### src/rtl/pid_state_vec_if.sv
// Bus bundle between the upstream sampler, the state-vector builder and the
// downstream dot-product stage.
interface pid_state_vec_if #(
  parameter int IN_WIDTH  = 12,
  parameter int OUT_WIDTH = 18
);
  logic                        sample_valid;
  logic signed [IN_WIDTH-1:0]  position;
  logic signed [IN_WIDTH-1:0]  setpoint;
  logic                        integ_clear;
  logic                        dp_done;
  logic signed [OUT_WIDTH-1:0] err;
  logic signed [OUT_WIDTH-1:0] derr;
  logic signed [OUT_WIDTH-1:0] ierr;
  logic                        vec_valid;
  logic                        busy;
  logic                        overrun;
  logic                        timeout_err;
  logic [7:0]                  drop_count;

  // Upstream/downstream side: drives samples and completion, observes the vector.
  modport master (
    output sample_valid, position, setpoint, integ_clear, dp_done,
    input  err, derr, ierr, vec_valid, busy, overrun, timeout_err, drop_count
  );

  // State-vector builder side.
  modport slave (
    input  sample_valid, position, setpoint, integ_clear, dp_done,
    output err, derr, ierr, vec_valid, busy, overrun, timeout_err, drop_count
  );
endinterface

### src/rtl/pid_state_vec.sv
// Builds the PID state vector (e, de, i) from one position/setpoint sample,
// presents it to a downstream dot-product stage and holds it until the next
// sample is computed. Samples arriving while busy are dropped and counted.
module pid_state_vec #(
  parameter int IN_WIDTH  = 12,
  parameter int OUT_WIDTH = 18,
  parameter int INT_LIMIT = 1000,
  parameter int TIMEOUT   = 16
) (
  input  logic           clock,
  input  logic           reset,
  pid_state_vec_if.slave bus
);

  localparam int CW = $clog2(TIMEOUT + 1);
  localparam logic signed [OUT_WIDTH:0] LIM_P = (OUT_WIDTH + 1)'(INT_LIMIT);
  localparam logic signed [OUT_WIDTH:0] LIM_N = -LIM_P;

  typedef enum logic [1:0] {IDLE, CALC, WAIT} state_t;

  state_t                      state_q;
  logic signed [IN_WIDTH-1:0]  pos_q, sp_q;
  logic signed [IN_WIDTH:0]    eprev_q;
  logic                        first_q;
  logic signed [OUT_WIDTH-1:0] integ_q, err_q, derr_q, ierr_q;
  logic                        vec_valid_q, busy_q, overrun_q, timeout_q;
  logic [7:0]                  drop_q;
  logic [CW-1:0]               wcnt_q;

  logic signed [IN_WIDTH:0]    e_d;
  logic signed [IN_WIDTH+1:0]  de_raw;
  logic signed [OUT_WIDTH-1:0] ibase;
  logic signed [OUT_WIDTH:0]   isum;
  logic signed [OUT_WIDTH-1:0] err_d, derr_d, ierr_d;
  logic                        first_d;

  // Symmetric integral clamp on the one-bit-wider accumulator sum.
  function automatic logic signed [OUT_WIDTH-1:0] clamp_int(input logic signed [OUT_WIDTH:0] v);
    if (v > LIM_P)      return OUT_WIDTH'(LIM_P);
    else if (v < LIM_N) return OUT_WIDTH'(LIM_N);
    else                return OUT_WIDTH'(v);
  endfunction

  // Next state-vector values; a coincident integ_clear acts before the update.
  always_comb begin
    e_d     = {sp_q[IN_WIDTH-1], sp_q} - {pos_q[IN_WIDTH-1], pos_q};
    de_raw  = {e_d[IN_WIDTH], e_d} - {eprev_q[IN_WIDTH], eprev_q};
    first_d = first_q | bus.integ_clear;
    ibase   = bus.integ_clear ? '0 : integ_q;
    isum    = (OUT_WIDTH + 1)'(ibase) + (OUT_WIDTH + 1)'(e_d);
    err_d   = OUT_WIDTH'(e_d);
    derr_d  = first_d ? '0 : OUT_WIDTH'(de_raw);
    ierr_d  = clamp_int(isum);
  end

  // Control FSM plus state-vector, integral, drop counter and WAIT timer.
  always_ff @(posedge clock or posedge reset) begin
    if (reset) begin
      state_q     <= IDLE;
      pos_q       <= '0;
      sp_q        <= '0;
      eprev_q     <= '0;
      first_q     <= 1'b1;
      integ_q     <= '0;
      err_q       <= '0;
      derr_q      <= '0;
      ierr_q      <= '0;
      vec_valid_q <= 1'b0;
      busy_q      <= 1'b0;
      overrun_q   <= 1'b0;
      timeout_q   <= 1'b0;
      drop_q      <= '0;
      wcnt_q      <= '0;
    end else begin
      vec_valid_q <= 1'b0;
      overrun_q   <= 1'b0;
      timeout_q   <= 1'b0;

      // Clear outside CALC; inside CALC the update below already folds it in.
      if (bus.integ_clear) begin
        integ_q <= '0;
        first_q <= 1'b1;
      end

      if (bus.sample_valid && (state_q != IDLE)) begin
        overrun_q <= 1'b1;
        if (drop_q != 8'hFF) drop_q <= drop_q + 8'd1;
      end

      case (state_q)
        IDLE: begin
          if (bus.sample_valid) begin
            pos_q   <= bus.position;
            sp_q    <= bus.setpoint;
            state_q <= CALC;
            busy_q  <= 1'b1;
          end
        end
        CALC: begin
          err_q       <= err_d;
          derr_q      <= derr_d;
          ierr_q      <= ierr_d;
          integ_q     <= ierr_d;
          eprev_q     <= e_d;
          first_q     <= 1'b0;
          vec_valid_q <= 1'b1;
          wcnt_q      <= '0;
          state_q     <= WAIT;
        end
        WAIT: begin
          // Completion wins over a timeout expiring in the same cycle.
          if (bus.dp_done) begin
            state_q <= IDLE;
            busy_q  <= 1'b0;
          end else if (wcnt_q == CW'(TIMEOUT - 1)) begin
            timeout_q <= 1'b1;
            state_q   <= IDLE;
            busy_q    <= 1'b0;
          end else begin
            wcnt_q <= wcnt_q + 1'b1;
          end
        end
        default: begin
          state_q <= IDLE;
          busy_q  <= 1'b0;
        end
      endcase
    end
  end

  assign bus.err         = err_q;
  assign bus.derr        = derr_q;
  assign bus.ierr        = ierr_q;
  assign bus.vec_valid   = vec_valid_q;
  assign bus.busy        = busy_q;
  assign bus.overrun     = overrun_q;
  assign bus.timeout_err = timeout_q;
  assign bus.drop_count  = drop_q;

endmodule
### src/flat_wrapper.sv
// flat-port wrapper written by rule: the top's interface ports become plain ports
module pid_state_vec_flat 
#(
  parameter int IN_WIDTH  = 12,
  parameter int OUT_WIDTH = 18,
  parameter int INT_LIMIT = 1000,
  parameter int TIMEOUT   = 16
)
  (clock, reset, bus_sample_valid, bus_position, bus_setpoint, bus_integ_clear, bus_dp_done, bus_err, bus_derr, bus_ierr, bus_vec_valid, bus_busy, bus_overrun, bus_timeout_err, bus_drop_count);
  pid_state_vec_if #(.IN_WIDTH(IN_WIDTH), .OUT_WIDTH(OUT_WIDTH)) bus_i ();
  input  logic clock;
  input  logic reset;
  input wire logic [$bits(bus_i.sample_valid)-1:0] bus_sample_valid;
  input wire logic [$bits(bus_i.position)-1:0] bus_position;
  input wire logic [$bits(bus_i.setpoint)-1:0] bus_setpoint;
  input wire logic [$bits(bus_i.integ_clear)-1:0] bus_integ_clear;
  input wire logic [$bits(bus_i.dp_done)-1:0] bus_dp_done;
  output wire logic [$bits(bus_i.err)-1:0] bus_err;
  output wire logic [$bits(bus_i.derr)-1:0] bus_derr;
  output wire logic [$bits(bus_i.ierr)-1:0] bus_ierr;
  output wire logic [$bits(bus_i.vec_valid)-1:0] bus_vec_valid;
  output wire logic [$bits(bus_i.busy)-1:0] bus_busy;
  output wire logic [$bits(bus_i.overrun)-1:0] bus_overrun;
  output wire logic [$bits(bus_i.timeout_err)-1:0] bus_timeout_err;
  output wire logic [$bits(bus_i.drop_count)-1:0] bus_drop_count;
  assign bus_i.sample_valid = bus_sample_valid;
  assign bus_i.position = bus_position;
  assign bus_i.setpoint = bus_setpoint;
  assign bus_i.integ_clear = bus_integ_clear;
  assign bus_i.dp_done = bus_dp_done;
  assign bus_err = bus_i.err;
  assign bus_derr = bus_i.derr;
  assign bus_ierr = bus_i.ierr;
  assign bus_vec_valid = bus_i.vec_valid;
  assign bus_busy = bus_i.busy;
  assign bus_overrun = bus_i.overrun;
  assign bus_timeout_err = bus_i.timeout_err;
  assign bus_drop_count = bus_i.drop_count;
  pid_state_vec #(.IN_WIDTH(IN_WIDTH), .OUT_WIDTH(OUT_WIDTH), .INT_LIMIT(INT_LIMIT), .TIMEOUT(TIMEOUT)) u_core (.clock(clock), .reset(reset), .bus(bus_i));
endmodule
### config.mk
export PLATFORM = sky130hd
export DESIGN_NAME = pid_state_vec_flat
export DESIGN_NICKNAME = d
export VERILOG_FILES = /design/src/rtl/pid_state_vec_if.sv /design/src/rtl/pid_state_vec.sv /design/src/flat_wrapper.sv
export SDC_FILE = /design/constraint.sdc
export NUM_CORES = 1
export LEC_CHECK = 0
export CAP_MARGIN = 40
export CORE_ASPECT_RATIO = 0.75
export CORE_MARGIN = 5
export CORE_UTILIZATION = 30
export DETAILED_ROUTE_END_ITERATION = 10
export SYNTH_ARGS = -nofsm -noshare
export SYNTH_HDL_FRONTEND = slang
export SYNTH_SLANG_ARGS = --single-unit
### constraint.sdc
create_clock -name clock -period 6.2 [get_ports clock]
set_input_delay 1.86 -clock clock [delete_from_list [all_inputs] [get_ports clock]]
set_output_delay 1.86 -clock clock [all_outputs]
set_load 0.02 [all_outputs]
==> Word level (Yosys, flattened, before mapping) <==
Index checks and enable logic that the tools add are counted.
{ "word_totals": {"latch_bits": 0, "ff_bits": 124, "mem_bits_ro": 0, "out_inout_bits": 66, "word_cells": 65, "input_bits": 29, "ram_bits": 0, "memories": 0} }
{ "classes": {"mux": 23, "add_sub_neg": 5, "n_div": 0, "eq_ne": 8, "n_reduce_logical": 10, "n_bitwise": 2, "n_mul": 0, "n_lt_le_gt_ge": 2, "shift": 0} }
{ "op_table": {"columns": ["op", "n"], "rows": [
  ["two-way mux 18 bit", 5],
  ["adder 18 x 13 -> 19 bit", 1],
  ["greater-than comparator 19 x 11 -> 1 bit (second input constant)", 1],
  ["< comparator 19 x 11 -> 1 bit (second input constant)", 1],
  ["subtractor 13 x 13 -> 14 bit", 1],
  ["subtractor 12 x 12 -> 13 bit", 1],
  ["two-way mux 1 bit", 10],
  ["two-way mux 5 bit", 2],
  ["one-hot mux 5 bit (2 select lines)", 1],
  ["adder 8 x 1 -> 8 bit (second input constant)", 1],
  ["!= test 8 bit (second input constant)", 1],
  ["two-way mux 2 bit", 3],
  ["!= test 2 bit (second input constant)", 3],
  ["one-hot mux 2 bit (3 select lines)", 1],
  ["AND reduction 2 bit", 3],
  ["AND reduction 3 bit", 2],
  ["nonzero test 2 bit", 3],
  ["adder 5 x 1 -> 5 bit (second input constant)", 1],
  ["equality test 5 x 4 -> 1 bit (second input constant)", 1],
  ["!= test 3 x 2 -> 1 bit (second input constant)", 1],
  ["one-hot mux 1 bit (3 select lines)", 1],
  ["equality test 2 x 1 -> 1 bit (second input constant)", 1],
  ["equality test 2 bit (second input constant)", 1],
  ["logical NOT 2 bit", 1],
  ["other kinds (3)", 3]
]} }

==> Depth between registers and ports, before layout <==
Gate-level depths: netlist of run 1.
{ "depth": {"word_depth": 6, "depth_mapped": 23, "mapped_depth_nobuf": 22} }

==> Worst setup path after synthesis of run 1 <==
OpenSTA, ideal clock, no wires.
{ "synth_timing": {"path_kind": "in2reg", "from": "in bus_integ_clear", "to": "reg u_core.integ_q[3]", "path_buffers": 3, "t_required_ns": 6.079, "arrival_time_ns": 5.349, "slack_ns": 0.730, "cell_stages": 16, "setup_time_ns": 0.121, "cell_sequence": "clkbuf_1 -> clkbuf_1 -> nor2b_1 -> ha_1 -> a21o_1 -> and4_1 -> o211a_1 -> o221a_2 -> a21boi_2 -> o31ai_1 -> xnor2_1 -> nand4_1 -> or4_1 -> buf_2 -> o22a_4 -> o22a_1"} }
{ "synth_via": {"elab_chain_len": 6, "elab_cells_between_ends": 7, "cone_classes": "add/sub (1); order compare (2); mux (4)"} }
{ "synth_lines": {"columns": ["element", "line", "rtl"], "rows": [
  ["start, declared", "flat_wrapper.sv:16", "input wire logic [$bits(bus_i.integ_clear)-1:0] bus_integ_clear;"],
  ["two-way mux 18 bit (*)", "pid_state_vec.sv:49", "ibase = bus.integ_clear ? '0 : integ_q;"],
  ["adder 18 x 13 -> 19 bit", "pid_state_vec.sv:50", "isum = (OUT_WIDTH + 1)'(ibase) + (OUT_WIDTH + 1)'(e_d);"],
  ["< comparator 19 x 11 -> 1 bit", "pid_state_vec.sv:40", "else if (v < LIM_N) return OUT_WIDTH'(LIM_N);"],
  ["two-way mux 18 bit", "pid_state_vec.sv:40", null],
  ["two-way mux 18 bit", "pid_state_vec.sv:39", "if (v > LIM_P) return OUT_WIDTH'(LIM_P);"],
  ["two-way mux 18 bit (*)", "pid_state_vec.sv:90", "case (state_q)"],
  ["end signal, assigned", "pid_state_vec.sv:103", "integ_q <= ierr_d;"],
  ["end, declared", "pid_state_vec.sv:25", "logic signed [OUT_WIDTH-1:0] integ_q, err_q, derr_q, ierr_q;"]
]} }
Every way passes the cells marked *; elsewhere a longest branch is shown, timed or not.
A chain may end at the register's enable or synchronous reset.

==> Worst setup path after layout of run 1 <==
Same ends and word-level chain as after synthesis.

==> impl_results.md, run 1 <==
* Run status: finished, final reports clean
* Crit end category: flop
* Initial Utilization at 0.305
* PortBufs at 94
* Postcts setup bufs at 0
* Largest net degree at the start of global routing at 54
* Hold_buf cts at 0
* Final period util at 0.913
* Overflow after GRT at 0
* Worst slew margin at 0.489
* Wirelength per Cell at 15.2 um
* Initial antenna violation count at 1
* CP Max Fanout at 19
* Clk_lat worst skew at 0.35 ns
* Avg Inst Size Synth at 9.10 um2
* Commonest non-fill, non-tap cells in the layout: dfrtp_1, nand2_1, clkdlybuf4s50_1
* DRC at 0
* Max-slew violation count at 0
* GP Congestion at 0.866
* Worst reg2reg setup slack at 0.77 ns
* CP most frequent cell: o21ai_0
* Crit-path slowest cell: clkdlybuf4s50_1
* Synth Flop Type: dfrtp_1
* Hold Fails Final Rpt at 0
* First-pass GRT wire length at 27400 um
* Rows at 46
* Chip height at 137 um
* Share of cells above drive strength 1 at 0.0704
* Critical Path Source: bus_integ_clear
* Hpwl dp at 12600 um
* Worst hold-check path type: flop to flop
* Setup violators final at 0
* Number of detailed-route iterations in the first pass at 4
* EDFF count, synth at 0
* ANT cells at 0
* Multi-input gate area at 3450 um2
* H-tree lvl count at 3
* Sequential share of the synthesized area at 0.414
* WS Path Type: primary input to flop
* FF-to-FF path depth at 22
* Longest Clk Path Bufs at 2
* Reg2Reg Launch Point: u_core.sp_q[0]
* Final Routed Wirelength at 16500 um
* Chip width at 179 um
* Total global-route track usage at 0.137
* Max-cap violation count at 0
* Die area at 24600 um2
* Root Driver: clkbuf_16
* Initial drt markers at 349
* Antenna Violating Nets Remaining at 0
* CP max stage delay at 0.55 ns
* Worst-path clk slew at 0.07 ns
* Warnings from Yosys at 0
* Setup TNS at 0 ns
* Post-synth cell types at 71
* Worst r2r dst: u_core.integ_q[3]
* Post-synth net total at 783
* Yosys reg bits at 107
* WP data arrival at 5.89 ns
* Critical Path Sink: u_core.integ_q[3]
* Clock skew at 0.00957 ns
* Transition time of the tightest slew-check pin at 0.765 ns
* Startpoint types: primary input
* Vias in the first global route at 5149
* Nets@finish at 865
* Fillers at 2219
* CP Data Required Time at 6.43 ns
* Area grow syn2layout at 23.0%
* Critical path cell sequence: clkdlybuf4s50_1, buf_4, nor2b_1, ha_1, a2111oi_0, o21ai_0, a41oi_1, nand2_1, nand4_2, o21ai_0, a32oi_1, xnor2_1, or4_1, o22a_4, o22a_1
* Core area at 21200 um2
* Fin crit period at 5.66 ns
* RSZ-0062 raised after global routing: false
* Post-synthesis instance area at 6460 um2
* Gate Count Post-Synth at 710
* DR vias at 5314
* Highest Clock Rate at 177 MHz
* IO Pins at 95
* Commonest non-fill, non-tap cell in the layout: dfrtp_1
* # resized after CTS at 0
* Sink Count at 107
* TritonCTS clock tree: done
* Via/cell ratio at 4.90
* CTS Buf Count at 9
* Asr flop ratio synth at 1.00
* FF+latch area at 2680 um2
cell usage after synthesis, drive strengths merged (4+ instances only):
library cell	instances	area, um2
dfrtp	106	2650
nand2	96	363
o21ai	70	350
nor2	54	203
inv	46	173
ha	41	513
a21oi	39	195
xnor2	37	324
clkbuf	20	75.1
nor2b	20	125
buf	15	93.8
mux2	15	169
nand3	13	65.1
nand4	11	75.1
xor2	9	78.8
o21a	8	60.1
o31ai	8	60.1
and3	7	43.8
a211oi	6	50.1
a31oi	6	37.5
nand2b	6	37.5
nor3	6	30.0
a21o	5	37.5
a21boi	4	33.8
o211ai	4	43.8
routing by layer:
layer	GRT usage	routed length [um]	up-vias
li1	-	-	2634
met5	0	13	-
met3	0.0470	1170	16
met2	0.198	6710	138
met4	0.0292	151	2
met1	0.197	8400	2524
worst min-delay path by stage:
| stage | from | endpoint | slack [ns] | cells after the start |
|---|---|---|---|---|
| 6_report | u_core.bus.derr[11] | u_core.bus.derr[11] | 0.48 | 2 |
| 4_1_cts | u_core.bus.derr[11] | u_core.bus.derr[11] | 0.49 | 2 |
| 5_1_grt | u_core.bus.ierr[6] | u_core.bus.ierr[6] | 0.51 | 2 |
| 3_3_place_gp | u_core.bus.derr[1] | u_core.bus.derr[1] | 0.46 | 2 |
| 3_5_place_dp | u_core.bus.derr[11] | u_core.bus.derr[11] | 0.47 | 2 |
| 2_1_floorplan | u_core.wcnt_q[4] | u_core.wcnt_q[4] | 0.47 | 2 |
worst max-delay path, delay by kind of cell:
family,cells,cell delay [ns]
adder cells (fa/ha/maj),1,0.35
buffers and inverters,2,0.82
XOR/XNOR,1,0.14
AND/OR/NAND/NOR,4,0.88
AO/OA/AOI/OAI,7,1.85
metrics by stage:
stage          hold WS (ns)  std cells  setup WS (ns)  area (um2)   util
4_1_cts               0.487       1084          0.554        7950  0.375
3_3_place_gp          0.464       1069          0.294        7700  0.363
2_1_floorplan         0.469        710          0.730        6460      -
6_report              0.478       1084          0.541        7950  0.375
5_1_grt               0.507       1084          0.149        7950  0.375
3_5_place_dp          0.472       1069          0.199        7700  0.363
cell type report:
cell class / count / area share
clock inverter: 2 / 0.00173
multi-input combinational: 522 / 0.434
tap: 288 / 0.0453
inverter: 46 / 0.0220
sequential: 107 / 0.337
clock buffer: 13 / 0.0302
timing repair buffer: 106 / 0.130
sequential cells by signal, summed over array words and instances, names as in the netlist:
register	cells
u_core.bus.ierr	18
u_core.integ_q	18
u_core.bus.derr	14
u_core.eprev_q	13
u_core.pos_q	12
u_core.sp_q	12
u_core.bus.drop_count	8
u_core.wcnt_q	5
u_core.state_q	2
u_core.bus.busy	1
u_core.bus.overrun	1
u_core.bus.timeout_err	1
u_core.bus.vec_valid	1
u_core.first_q	1
logic make-up after synthesis:
group,count (synthesis),share of synthesized area
flops,107,0.414
fa+ha+maj,46,0.0918
mux,15,0.0261
xor+xnor,46,0.0623
compound gates,179,0.178
simple gates,236,0.175
buf+inv,81,0.0528
Power of run 1 is left out: the tool's default activity adds up to more than one toggle a clock period on the data nets, which glitch-free logic cannot reach.
==> run 2, diff against run 1 <==
PLACE_DENSITY = 0.6   (was default)
==> results of run 2 <==
The final DEF is identical to that of run 1; final timing and power are the same.
Power of run 2 is left out for the same reason.
